<file path="src/rtl/vm_session_arbiter.sv">
// vm_session_arbiter: round-robin session scheduler in front of a single vending-machine core.
// It grants one customer panel at a time and pulses a credit clear at session start. During
// the session it forwards only the owner's valid coin codes. The session ends on dispense,
// abandonment (owner drops req) or inactivity timeout.
//
// Ports:
//   clk          - clock, rising edge
//   rst          - asynchronous active-low reset
//   req          - level request per panel (bit i = panel i)
//   coin_in      - per-panel coin codes, panel i at [2i+1:2i]; 00 none, 01 nickel, 10 dime, 11 bad
//   vm_dispense  - dispense indication from the core
//   gnt          - registered one-hot grant
//   vm_coin      - coin code forwarded to the core (owner's valid codes only, SESSION only)
//   vm_clr       - one-cycle credit clear, coincides with the first grant cycle
//   busy         - high whenever the scheduler is not idle
//   timeout_flag - one-cycle pulse during the DONE cycle of an inactivity release
module vm_session_arbiter #(
    parameter int unsigned N_REQ   = 4,
    parameter int unsigned TIMEOUT = 15
) (
    input  logic               clk,
    input  logic               rst,
    input  logic [N_REQ-1:0]   req,
    input  logic [2*N_REQ-1:0] coin_in,
    input  logic               vm_dispense,
    output logic [N_REQ-1:0]   gnt,
    output logic [1:0]         vm_coin,
    output logic               vm_clr,
    output logic               busy,
    output logic               timeout_flag
);

    localparam int unsigned OwnW = $clog2(N_REQ);
    localparam int unsigned CntW = $clog2(TIMEOUT + 1);
    localparam logic [CntW-1:0] CntLast = CntW'(TIMEOUT - 1);
    localparam logic [CntW-1:0] CntMax  = CntW'(TIMEOUT);
    localparam logic [OwnW-1:0] LastRst = OwnW'(N_REQ - 1);

    typedef enum logic [1:0] {StIdle, StClear, StSession, StDone} state_e;

    state_e            state_q, state_d;
    logic [OwnW-1:0]   owner_q, owner_d;
    logic [OwnW-1:0]   last_q, last_d;
    logic [N_REQ-1:0]  gnt_q, gnt_d;
    logic [CntW-1:0]   cnt_q, cnt_d;
    logic              to_q, to_d;

    logic [OwnW-1:0]    pick;
    logic               found;
    int unsigned        arb_idx;
    logic [2*N_REQ-1:0] coin_shift;
    logic [1:0]         own_coin;
    logic               coin_valid;

    // Round-robin pick: first requester at or after last+1, wrapping.
    always_comb begin
        pick    = last_q;
        found   = 1'b0;
        arb_idx = 0;
        for (int unsigned off = 1; off <= N_REQ; off++) begin
            arb_idx = (32'(last_q) + off) % N_REQ;
            if (!found && req[arb_idx]) begin
                pick  = OwnW'(arb_idx);
                found = 1'b1;
            end
        end
    end

    // Owner's coin; 01 and 10 are valid, 00 and 11 both count as no coin.
    always_comb begin
        coin_shift = coin_in >> {owner_q, 1'b0};
        own_coin   = coin_shift[1:0];
        coin_valid = own_coin[0] ^ own_coin[1];
    end

    always_comb begin
        state_d = state_q;
        owner_d = owner_q;
        last_d  = last_q;
        gnt_d   = gnt_q;
        cnt_d   = cnt_q;
        to_d    = 1'b0;
        unique case (state_q)
            StIdle: begin
                if (|req) begin
                    owner_d = pick;
                    gnt_d   = N_REQ'(1) << pick;
                    state_d = StClear;
                end
            end
            StClear: begin
                cnt_d   = '0;
                state_d = StSession;
            end
            StSession: begin
                if (coin_valid) begin
                    cnt_d = '0;
                end else if (cnt_q != CntMax) begin
                    cnt_d = cnt_q + 1'b1;
                end
                // Dispense beats timeout beats abandon; a coin defeats the timeout.
                if (vm_dispense) begin
                    state_d = StDone;
                end else if (!coin_valid && cnt_q == CntLast) begin
                    state_d = StDone;
                    to_d    = 1'b1;
                end else if (!req[owner_q]) begin
                    state_d = StDone;
                end
            end
            StDone: begin
                gnt_d   = '0;
                last_d  = owner_q;
                state_d = StIdle;
            end
            default: state_d = StIdle;
        endcase
    end

    always_ff @(posedge clk or negedge rst) begin
        if (!rst) begin
            state_q <= StIdle;
            owner_q <= '0;
            last_q  <= LastRst;
            gnt_q   <= '0;
            cnt_q   <= '0;
            to_q    <= 1'b0;
        end else begin
            state_q <= state_d;
            owner_q <= owner_d;
            last_q  <= last_d;
            gnt_q   <= gnt_d;
            cnt_q   <= cnt_d;
            to_q    <= to_d;
        end
    end

    assign gnt          = gnt_q;
    assign vm_coin      = (state_q == StSession && coin_valid) ? own_coin : 2'b00;
    assign vm_clr       = (state_q == StClear);
    assign busy         = (state_q != StIdle);
    assign timeout_flag = to_q;

endmodule
</file>
<file path="config.mk">
export PLATFORM = sky130hd
export DESIGN_NAME = vm_session_arbiter
export DESIGN_NICKNAME = d
export VERILOG_FILES = /design/src/rtl/vm_session_arbiter.sv
export SDC_FILE = /design/constraint.sdc
export NUM_CORES = 1
export LEC_CHECK = 0
export BUFFER_PORTS_ARGS = -buffer_cell sky130_fd_sc_hd__buf_2
export CAP_MARGIN = 20
export CORE_MARGIN = 10
export CORE_UTILIZATION = 40
export DETAILED_ROUTE_END_ITERATION = 8
export PLACE_DENSITY = 0.71
export SETUP_SLACK_MARGIN = 0.4
export SYNTH_ARGS = -nofsm -noshare
export SYNTH_HDL_FRONTEND = slang
export SYNTH_SLANG_ARGS = --single-unit
</file>
<file path="constraint.sdc">
create_clock -name clk -period 2.4 [get_ports clk]
set_input_delay 0.48 -clock clk [delete_from_list [all_inputs] [get_ports clk]]
set_output_delay 0.48 -clock clk [all_outputs]
set_load 0.005 [all_outputs]
</file>
==> summary.md <==
| Metric | Value |
|---|---|
| Fin worst setup slack | `0.359 ns` |
| CP max stage delay | `0.54 ns` |
| Die Span X | `69.4 um` |
| Effective utilization at floorplan | `42.9%` |
| CTS buffer count | `3` |
| DRC errors left | `0` |
| Final ANT Viol Nets | `0` |
| Nets | `144` |
| CTS root buf | `clkbuf_4` |
| Gr ovfl total | `0` |
| Setup TNS | `0 ns` |
| Mapped cell area | `976 sq um` |
| CP Launch Type | `register` |
| RSZ-0062 raised after global routing | `yes` |
| Area occupied by multi-input gates | `566 sq um` |
| Highest clock rate | `490 MHz` |
| Hold Path Class | `in -> async` |
| Max-slew violations | `0` |
| CTS Sinks | `15` |
| Max layer used | `met4` |
| CP arrival | `1.56 ns` |
| Synth Register Bits | `15` |
| Pleak | `0.557 nW` |
| Most frequent cells in the layout | `buf_2, dfrtp_1, nor2_1` |
| Row cnt | `17` |
| Initial antenna violation count | `0` |
| Setup slack after placement | `0.234 ns` |
| Relative slew slack | `64.9%` |
| PD cells | `1120 nW/um^2` |
| Core Region | `2280 sq um` |
| Area Growth Syn to Fin | `19.2%` |
| Setup Skew | `0.00494 ns` |
| H-tree level count | `1` |
| Fillers | `209` |
| Reg2reg path depth | `5` |
| Vias | `833` |
| Post-DP HPWL | `1830 um` |
| Routed wire length per instance | `15.5 um` |
| Setup crit end kind | `output port` |
| Post-Layout Cell Count | `149` |
| Sequential cell area | `379 sq um` |
| Top FF cell, synth | `dfrtp_1` |
| Most common cell after layout, fill and taps aside | `buf_2` |
| Clk_lat worst skew | `0.29 ns` |
| Routability cong. | `0.815` |
| TritonCTS clock tree | `built` |
| Vias in the first global route | `914` |
| Post-Syn Instances | `94` |
| DR vias/cell | `5.59` |
| Slew at the pin closest to its max-slew limit | `0.522 ns` |
| Hold Fails Final Rpt | `0` |
| Crit path launch | `owner_q[0]` |
| Reg2Reg Capture Point | `state_q[1]` |
| Largest net degree at the start of global routing | `16` |
| Met2 wire len | `1180 um` |
| Required time worst endpoint | `1.92 ns` |
| WL met1 | `989 um` |
| Critical path type | `reg -> out` |
| Post-CTS Hold Fix Bufs | `0` |
| Top-Level Pins | `24` |
| DRT Pass-1 Iters | `4` |
| Cell Chain, Critical Path | `mux4_2 > and3b_1 > buf_2` |
| Syn_area_per_cell | `10.4 sq um` |
| Placed insts | `144` |
| Max Fanout on Critical Path | `3` |
| Final min period | `2.04 ns` |
| Layout cells sized above 1 | `33.1%` |
| Overall routing resource usage | `9.46%` |
| EDFF count, synth | `0` |
| Ant diodes | `0` |
| Finish-stage setup viols | `0` |
| Period utilisation layout | `85.0%` |
| Routed wire length | `2310 um` |
| Clock Tree Buf Depth | `2` |
| Sequential cell area fraction in the yosys report | `38.7%` |
| Status | `complete, no violations` |
| Met3 WL | `110 um` |
| Max Cap Viol | `0` |
| Yosys cell types | `36` |
| Fraction of registers with async set/reset | `100%` |
| Synth Net Count | `116` |
| IR Drop Worst-Case VDD | `574 uV` |
| Initial drt markers | `38` |
| Die height | `69.4 um` |
| FF-to-FF setup slack | `0.40 ns` |
| Yosys warnings | `0` |
| CP max-delay cell | `mux4_2` |
| First-pass GRT wire length | `3910 um` |
| Worst-path clk slew | `0.10 ns` |
| Die area | `4820 sq um` |
| Port bufs | `23` |
| FF-to-FF Start | `owner_q[0]` |
## layout make-up
| class | count | share of cell area (%) |
|---|---|---|
| clock buffer | 3 | 1.94 |
| clock inverter | 1 | 0.430 |
| inverter | 7 | 2.26 |
| multi-input combinational | 70 | 48.6 |
| sequential | 15 | 32.6 |
| tap | 28 | 3.01 |
| timing repair buffer | 25 | 11.2 |
## worst max-delay path by stage
stage	end	slack (ns)	cells past startpoint
floorplan	state_q[1]	0.46	5
global placement	state_q[1]	0.33	6
detailed placement	state_q[1]	0.23	6
CTS	vm_coin[0]	0.34	3
global route	state_q[1]	0.27	5
finish	vm_coin[0]	0.36	3
## critical path, delay by kind of cell, from the launching register on
kind,cells,cell delay [ns]
flip-flops,1,0.41
AND/OR/NAND/NOR,1,0.22
multiplexers,1,0.54
buffers and inverters,1,0.10
## cells in the mapped netlist, types with 3 or more instances
library cell / count / area [sq um]
dfrtp_1: 13 / 325
nor2_1: 8 / 30.0
ha_1: 7 / 87.6
inv_1: 7 / 26.3
nand2_1: 7 / 26.3
o21ai_0: 7 / 35.0
a21oi_1: 5 / 25.0
a22o_1: 3 / 26.3
a32o_1: 3 / 30.0
nand2b_1: 3 / 18.8
## cell families (layout without fill, tap and decap cells)
kind of cell	Yosys count	after routing	synth area share (%)
and+or+nand+nor	28	28	14.9
AOI/OAI and AO/OA	27	27	21.2
DFF	15	15	38.7
buffers and inverters	9	36	3.59
adders and majority gates	7	7	8.97
muxes	7	7	11.8
xor gates and xnor gates	1	1	0.898
## where the power goes
group	internal, mW	switching, mW	leakage [nW]
combinational	0.339	0.350	0.349
sequential	0.359	0.101	0.191
clock	0.0621	0.0937	0.0177
## layer usage
layer	vias to the layer above	GRT usage (%)
li1	403	-
met1	408	9.83
met2	18	16.8
met3	4	4.14
met4	0	2.44
met5	-	0
## state kept, by name, summed over array words and instances (netlist names)
name and cells:
cnt_q 4, state_q 2, owner_q 2, timeout_flag 1, last_q 2, gnt 4
## metrics by stage
step                      instance area [sq um]  power, mW  hold WS [ns]  util (%)
after floorplan                             976      0.939         0.184         -
after global placement                     1120       1.10         0.403      49.4
after detailed placement                   1120       1.14         0.408      49.4
after CTS                                  1160       1.31        0.0746      51.0
after global routing                       1160       1.42        0.0802      51.1
final                                      1160       1.31        0.0675      51.1
## timing repair
| item | 4_1_cts | 5_1_grt |
|---|---|---|
| gates resized for setup | 1 | 1 |
| buffers inserted | 1 | 0 |
| setup endpoints to repair | 3 | 4 |
| cloned | 0 | 0 |
| pin swaps | 0 | 1 |
No activity file was read; power rests on OpenSTA's default activity.
